===== src/rtl/numlock_pkg.sv =====
// Shared types and helpers for the parametrised U/Z number lock.
package numlock_pkg;

    localparam int IDX_INIT    = 0;
    localparam int IDX_GET     = 1;
    localparam int IDX_WAIT    = 2;
    localparam int IDX_OPENING = 3;
    localparam int IDX_BAD     = 4;
    localparam int IDX_LOCKOUT = 5;

    typedef enum logic [5:0] {
        S_INIT    = 6'b000001,
        S_GET     = 6'b000010,
        S_WAIT    = 6'b000100,
        S_OPENING = 6'b001000,
        S_BAD     = 6'b010000,
        S_LOCKOUT = 6'b100000
    } state_t;

    // Digit expected at position idx, MSB of the code entered first; 1 = U, 0 = Z.
    function automatic logic expected_digit(input logic [31:0] code, input int len, input int idx);
        logic [31:0] sh;
        sh = 32'd0;
        if ((idx >= 0) && (idx < len)) begin
            sh = code >> (len - 1 - idx);
        end else begin
            sh = 32'd0;
        end
        return sh[0];
    endfunction

endpackage


===== src/rtl/numlock_timer.sv =====
// Loadable down-counter shared by the two timed states (OPENING and LOCKOUT).
module numlock_timer #(
    parameter int W = 4
) (
    input  logic         clk,
    input  logic         reset,
    input  logic         load,
    input  logic [W-1:0] load_val,
    input  logic         en,
    output logic [W-1:0] value,
    output logic         done
);

    logic [W-1:0] value_q;

    // Count register: load wins over decrement.
    always_ff @(posedge clk or posedge reset) begin
        if (reset) begin
            value_q <= '0;
        end else if (load) begin
            value_q <= load_val;
        end else if (en) begin
            value_q <= value_q - W'(1);
        end else begin
            value_q <= value_q;
        end
    end

    assign value = value_q;
    assign done  = (value_q == '0);

endmodule


===== src/rtl/numlock_param_sm.sv =====
// Number-lock controller: parametrised U/Z code, failed-attempt lockout, timed opening.
module numlock_param_sm
    import numlock_pkg::*;
#(
    parameter int                  CODE_LEN       = 4,
    parameter logic [CODE_LEN-1:0] CODE           = 4'b1011,
    parameter int                  OPEN_CYCLES    = 16,
    parameter int                  MAX_FAILS      = 3,
    parameter int                  LOCKOUT_CYCLES = 64
) (
    input  logic                             clk,
    input  logic                             reset,
    input  logic                             U,
    input  logic                             Z,
    output logic                             q_I,
    output logic                             q_Get,
    output logic                             q_Wait,
    output logic                             q_Opening,
    output logic                             q_Bad,
    output logic                             q_Lockout,
    output logic                             Unlock,
    output logic [$clog2(CODE_LEN+1)-1:0]    digit_idx,
    output logic [$clog2(MAX_FAILS+1)-1:0]   fail_cnt
);

    localparam int DW   = $clog2(CODE_LEN + 1);
    localparam int FW   = $clog2(MAX_FAILS + 1);
    localparam int TMAX = (OPEN_CYCLES > LOCKOUT_CYCLES) ? OPEN_CYCLES : LOCKOUT_CYCLES;
    localparam int TW   = ($clog2(TMAX) < 1) ? 1 : $clog2(TMAX);

    localparam logic [DW-1:0] LEN_V   = DW'(CODE_LEN);
    localparam logic [FW-1:0] MAXF_V  = FW'(MAX_FAILS);
    localparam logic [TW-1:0] OPEN_LD = TW'(OPEN_CYCLES - 1);
    localparam logic [TW-1:0] LOCK_LD = TW'(LOCKOUT_CYCLES - 1);

    state_t          state_q, state_d;
    logic [DW-1:0]   digit_idx_q, digit_idx_d;
    logic [FW-1:0]   fail_cnt_q, fail_cnt_d;

    logic            idle_s;
    logic            exp_digit_s;
    logic            digit_ok_s;
    logic            tmr_load_s;
    logic [TW-1:0]   tmr_load_val_s;
    logic            tmr_en_s;
    logic [TW-1:0]   tmr_value_s;
    logic            tmr_done_s;

    assign idle_s      = ~U & ~Z;
    assign exp_digit_s = expected_digit(32'(CODE), CODE_LEN, int'(digit_idx_q));
    assign digit_ok_s  = exp_digit_s ? (U & ~Z) : (Z & ~U);
    assign tmr_en_s    = (state_q[IDX_OPENING] | state_q[IDX_LOCKOUT]) & (tmr_value_s != '0);

    numlock_timer #(
        .W (TW)
    ) u_timer (
        .clk      (clk),
        .reset    (reset),
        .load     (tmr_load_s),
        .load_val (tmr_load_val_s),
        .en       (tmr_en_s),
        .value    (tmr_value_s),
        .done     (tmr_done_s)
    );

    // State and counter registers.
    always_ff @(posedge clk or posedge reset) begin
        if (reset) begin
            state_q     <= S_INIT;
            digit_idx_q <= '0;
            fail_cnt_q  <= '0;
        end else begin
            state_q     <= state_d;
            digit_idx_q <= digit_idx_d;
            fail_cnt_q  <= fail_cnt_d;
        end
    end

    // Next-state, counter updates and timer loads.
    always_comb begin
        state_d        = state_q;
        digit_idx_d    = digit_idx_q;
        fail_cnt_d     = fail_cnt_q;
        tmr_load_s     = 1'b0;
        tmr_load_val_s = '0;
        case (state_q)
            S_INIT: begin
                if (digit_ok_s) begin
                    state_d     = S_GET;
                    digit_idx_d = DW'(1);
                end else begin
                    state_d = S_INIT;
                end
            end
            S_GET: begin
                if (!idle_s) begin
                    state_d = S_GET;
                end else if (digit_idx_q == LEN_V) begin
                    state_d        = S_OPENING;
                    digit_idx_d    = '0;
                    fail_cnt_d     = '0;
                    tmr_load_s     = 1'b1;
                    tmr_load_val_s = OPEN_LD;
                end else begin
                    state_d = S_WAIT;
                end
            end
            S_WAIT: begin
                if (idle_s) begin
                    state_d = S_WAIT;
                end else if (digit_ok_s) begin
                    state_d     = S_GET;
                    digit_idx_d = digit_idx_q + DW'(1);
                end else begin
                    state_d     = S_BAD;
                    digit_idx_d = '0;
                    fail_cnt_d  = (fail_cnt_q == MAXF_V) ? fail_cnt_q : fail_cnt_q + FW'(1);
                end
            end
            S_BAD: begin
                if (!idle_s) begin
                    state_d = S_BAD;
                end else if (fail_cnt_q == MAXF_V) begin
                    state_d        = S_LOCKOUT;
                    tmr_load_s     = 1'b1;
                    tmr_load_val_s = LOCK_LD;
                end else begin
                    state_d = S_INIT;
                end
            end
            S_OPENING: begin
                if (tmr_done_s) begin
                    state_d = S_INIT;
                end else begin
                    state_d = S_OPENING;
                end
            end
            S_LOCKOUT: begin
                if (tmr_done_s) begin
                    state_d    = S_INIT;
                    fail_cnt_d = '0;
                end else begin
                    state_d = S_LOCKOUT;
                end
            end
            default: begin
                state_d     = S_INIT;
                digit_idx_d = '0;
                fail_cnt_d  = '0;
            end
        endcase
    end

    assign q_I       = state_q[IDX_INIT];
    assign q_Get     = state_q[IDX_GET];
    assign q_Wait    = state_q[IDX_WAIT];
    assign q_Opening = state_q[IDX_OPENING];
    assign q_Bad     = state_q[IDX_BAD];
    assign q_Lockout = state_q[IDX_LOCKOUT];
    assign Unlock    = state_q[IDX_OPENING];
    assign digit_idx = digit_idx_q;
    assign fail_cnt  = fail_cnt_q;

endmodule


===== config.mk =====
export PLATFORM = sky130hd
export DESIGN_NAME = numlock_param_sm
export DESIGN_NICKNAME = d
export VERILOG_FILES = /design/src/rtl/numlock_pkg.sv /design/src/rtl/numlock_timer.sv /design/src/rtl/numlock_param_sm.sv
export SDC_FILE = /design/constraint.sdc
export NUM_CORES = 1
export LEC_CHECK = 0
export CAP_MARGIN = 20
export CORE_MARGIN = 2
export CORE_UTILIZATION = 41
export DETAILED_ROUTE_END_ITERATION = 16
export HOLD_SLACK_MARGIN = 0.02
export PLACE_DENSITY = 0.63
export SLEW_MARGIN = 10
export SYNTH_ARGS = -nofsm -noshare
export SYNTH_HDL_FRONTEND = slang
export SYNTH_SLANG_ARGS = --single-unit
export TNS_END_PERCENT = 5

===== constraint.sdc =====
create_clock -name clk -period 2.1 [get_ports clk]
set_input_delay 0.63 -clock clk [delete_from_list [all_inputs] [get_ports clk]]
set_output_delay 0.63 -clock clk [all_outputs]
set_load 0.01 [all_outputs]

==> results_tabular.tex <==
\begin{tabular}{lr}
\hline
Metric & Value \\
\hline
\multicolumn{2}{l}{\textbf{Critical path}} \\
\quad Number of cells on the worst reg-to-reg path & 7 \\
\quad Launching instance or port of the critical path & u\_timer.value[0] \\
\quad Data arrival time of the critical path & 2.19 ns \\
\quad Worst Setup EP & fail\_cnt[1] \\
\quad End of the worst register-to-register path & fail\_cnt[1] \\
\quad Family with the most delay on the worst path & compound AO/OA/AOI/OAI gates \\
\quad Largest driver fanout on the critical path & 3 \\
\quad Worst path cell trace & inv\_2 -> ha\_4 -> or4b\_4 -> o211ai\_1 -> o41ai\_2 -> a211oi\_2 -> o22ai\_1 \\
\quad Setup crit end kind & flip-flop \\
\quad Stages on the worst setup path & 7 \\
\quad R2R setup slack & 0.07 ns \\
\quad Max incr delay on CP & 0.46 ns \\
\quad Cell at the slowest stage of the critical path & or4b\_4 \\
\quad Classification of the worst setup path & flip-flop to flip-flop \\
\quad Critical path buffer and inverter count & 1 \\
\quad Required time at the endpoint of the critical path & 2.26 ns \\
\quad Origin of the critical flop-to-flop path & u\_timer.value[0] \\
\quad Setup crit start kind & flip-flop \\
\multicolumn{2}{l}{\textbf{Timing}} \\
\quad Slew @ Worst Pin & 0.489 ns \\
\quad WHS & 0.529 ns \\
\quad Rel. slew slack & 67.1\% \\
\quad Number of failing setup endpoints in the final timing report & 0 \\
\quad Timing-limited maximum frequency & 493 MHz \\
\quad Final clock period utilization by the worst path & 96.6\% \\
\quad Final Critical Period & 2.03 ns \\
\quad Max-slew violation total from the final report & 0 \\
\quad Clock skew & 0.0128 ns \\
\quad Hold violation total from the final report & 0 \\
\multicolumn{2}{l}{\textbf{Yosys}} \\
\quad Ys Warns & 0 \\
\quad Seq cells post-synth & 17 \\
\quad Library cell with the largest summed area after synthesis & dfrtp\_1 \\
\quad Post-Syn Nets & 134 \\
\quad Leading cell type by number of instances after synthesis & dfrtp\_1 \\
\quad Average size of a mapped cell & 9.18 um\^{}2 \\
\quad Post-synthesis cell count & 127 \\
\quad Area share of the leading cell type in the synthesized netlist & 34.3\% \\
\quad Cells taking the most area after synthesis & dfrtp\_1 (34\%), and4b\_1 (3.4\%), o21ai\_0 (3.4\%), ha\_1 (3.2\%), inv\_1 (3.2\%) \\
\quad Share of flip-flops with an asynchronous set or reset after synthesis & 100\% \\
\quad Part of the Yosys area used for sequential elements & 36.6\% \\
\quad Post-synth EDFFs & 0 \\
\quad Dominant synthesized flop cell & dfrtp\_1 \\
\quad Number of library cell types mapped by synthesis & 47 \\
\quad Top post-synthesis cells by count & dfrtp\_1 (16), inv\_1 (10), nand2\_1 (10) \\
\quad Area of the mapped netlist & 1170 um\^{}2 \\
\multicolumn{2}{l}{\textbf{CTS}} \\
\quad Hold buffer count at cts & 0 \\
\quad Clock Latency Late Sink & 0.29 ns \\
\quad Clock buffer count from CTS & 3 \\
\quad Clock input transition at the sequential cells of the worst setup and hold paths & 0.11 ns \\
\quad Worst-case clock buffer depth & 2 \\
\quad H-Tree Depth & 1 \\
\quad TritonCTS clock tree & yes \\
\quad CTS sink count & 17 \\
\quad Root buffer selected by CTS & clkbuf\_4 \\
\multicolumn{2}{l}{\textbf{Final layout}} \\
\quad Fraction of final layout cells sized beyond drive strength 1 & 23.8\% \\
\quad Finished Core Util & 55.5\% \\
\quad Number of nets at the end of the flow & 168 \\
\quad Area occupied by multi-input gates & 693 um\^{}2 \\
\quad Post-Layout Inst Area & 1520 um\^{}2 \\
\quad Number of fill cells in the layout & 256 \\
\quad Total inserted antenna cells & 0 \\
\quad Finished Layout Cells & 191 \\
\quad Area of all sequential standard cells & 427 um\^{}2 \\
\quad Area growth from synthesis to layout & 30.0\% \\
\multicolumn{2}{l}{\textbf{GRT}} \\
\quad Wire length of the first global-routing pass & 4.52 mm \\
\quad Maximum number of pins on one net before global-route repair & 18 \\
\quad Vias in the first global route & 1088 \\
\quad Antenna violations before repair & 0 \\
\quad Overall fraction of global-route tracks in use & 17.7\% \\
\quad Overflow left after global routing & 0 \\
\multicolumn{2}{l}{\textbf{Route}} \\
\quad Final Routed Wirelength & 2.89 mm \\
\quad Average detailed-routed wire length per instance & 15.1 um \\
\quad Number of iterations in the first detailed-routing pass & 4 \\
\quad Count of vias placed by the detailed router & 1124 \\
\quad Violation count after the first detailed-routing iteration & 27 \\
\quad Antenna Violating Nets Remaining & 0 \\
\quad Via-to-Cell Ratio & 5.88 \\
\quad Total DRC errors in the routed layout & 0 \\
\multicolumn{2}{l}{\textbf{Power}} \\
\quad Net switching power & 0.389 mW \\
\quad Sequential share of power & 38.7\% \\
\quad Power density over the cells & 670 nW/um\^{}2 \\
\quad Combinational group share of total power & 43.8\% \\
\quad Design internal power & 0.627 mW \\
\quad Sw Ratio & 38.3\% \\
\quad Clock power frac & 17.5\% \\
\quad Static leakage & 0.690 nW \\
\quad Peak supply drop & 0.461 mV \\
\multicolumn{2}{l}{\textbf{Place}} \\
\quad Placement-stage cell area & 1440 um\^{}2 \\
\quad Number of buffer cells added on primary ports & 15 \\
\quad Number of placed instances with taps included & 184 \\
\quad Final weighted congestion in routability-driven placement & 0.863 \\
\quad Detailed-placement wirelength estimate & 2.16 mm \\
\multicolumn{2}{l}{\textbf{Floorplanning}} \\
\quad Number of placement rows & 19 \\
\quad Die area & 3290 um\^{}2 \\
\quad Std-Cell Core Area & 2730 um\^{}2 \\
\quad Number of top-level pins & 16 \\
\quad Initial Util & 42.7\% \\
\quad Die X-Extent & 57.3 um \\
\quad Die span in y & 57.3 um \\
\multicolumn{2}{l}{\textbf{Outcome}} \\
\quad Run status & completed \\
\multicolumn{2}{l}{\textbf{Min path}} \\
\quad Path type of the worst min-delay path & flip-flop to flip-flop \\
\multicolumn{2}{l}{\textbf{Flow run}} \\
\quad Maxcap violations & 0 \\
\hline
\end{tabular}
## layer usage
layer / GRT usage [%] / up-vias / routed length [um]
li1: - / 542 / -
met1: 22.0 / 553 / 1280
met2: 30.5 / 23 / 1470
met3: 2.49 / 6 / 87
met4: 7.31 / 0 / 49
met5: 0 / - / 0
## what timing repair did
action	4_1_cts	5_1_grt
setup buffers	1	2
resized for setup	0	7
setup endpoints to repair	1	2
pin swaps	0	3
## cell type report
| type | instances | share of cell area, % |
|---|---|---|
| clock buffer | 3 | 1.49 |
| clock inverter | 1 | 0.330 |
| inverter | 10 | 2.48 |
| multi-input combinational | 95 | 45.7 |
| sequential | 17 | 28.1 |
| tap | 31 | 2.56 |
| timing repair buffer | 34 | 19.3 |
## sequential cells by signal, summed over array words and instances, names as in the netlist
| register | count |
|---|---|
| fail_cnt | 2 |
| digit_idx | 3 |
| state_q | 6 |
| u_timer.value | 6 |
## worst min-delay path by stage
stage / start / endpoint / slack [ns] / cells past startpoint
2_1_floorplan: u_timer.value[1] / u_timer.value[1] / 0.49 / 2
3_3_place_gp: fail_cnt[0] / fail_cnt[0] / 0.49 / 1
3_5_place_dp: fail_cnt[0] / fail_cnt[0] / 0.51 / 1
4_1_cts: fail_cnt[0] / fail_cnt[0] / 0.53 / 1
5_1_grt: fail_cnt[0] / fail_cnt[0] / 0.55 / 1
6_report: fail_cnt[0] / fail_cnt[0] / 0.53 / 1
## power groups by stage
stage | clock, mW | combinational (mW) | sequential (mW)
after floorplan | 0 | 0.227 | 0.430
after global placement | 0 | 0.382 | 0.425
after detailed placement | 0 | 0.386 | 0.427
after CTS | 0.184 | 0.429 | 0.392
after global routing | 0.201 | 0.482 | 0.400
final | 0.178 | 0.445 | 0.393
## layout by cell type (no fill, tap or decap), types with 3 or more instances in the layout
| master | netlist | final |
|---|---|---|
| nor2_1 | 7 | 7 |
| nor2b_1 | 3 | 3 |
| a21oi_1 | 5 | 5 |
| nand3_1 | 4 | 4 |
| inv_1 | 10 | 8 |
| nor3_1 | 5 | 5 |
| o21ai_0 | 8 | 8 |
| dfrtp_1 | 16 | 16 |
| clkdlybuf4s50_1 | 0 | 15 |
| nand2b_1 | 3 | 3 |
| clkbuf_4 | 0 | 3 |
| and4b_1 | 4 | 4 |
| buf_4 | 1 | 19 |
| nand2_1 | 10 | 10 |
## cells by family (layout without fill, tap and decap cells)
group	after synthesis	count (layout)	synth area share [%]
XOR/XNOR	4	4	3.00
flip-flops	17	17	36.6
multiplexers	1	1	0.858
AND/OR/NAND/NOR	53	53	27.9
AO/OA/AOI/OAI	34	34	22.0
buffers and inverters	15	48	6.44
adder cells (fa/ha/maj)	3	3	3.22
## through the flow
stage | TNS, ns | setup WS (ns) | power [mW]
after floorplan | 0 | 0.222 | 0.657
after global placement | -0.978 | -0.212 | 0.806
after detailed placement | -1.22 | -0.251 | 0.813
after CTS | 0 | 0.0200 | 1.01
after global routing | -0.0122 | -0.0122 | 1.08
final | 0 | 0.0717 | 1.02
Power figures use the tool's default switching activity.
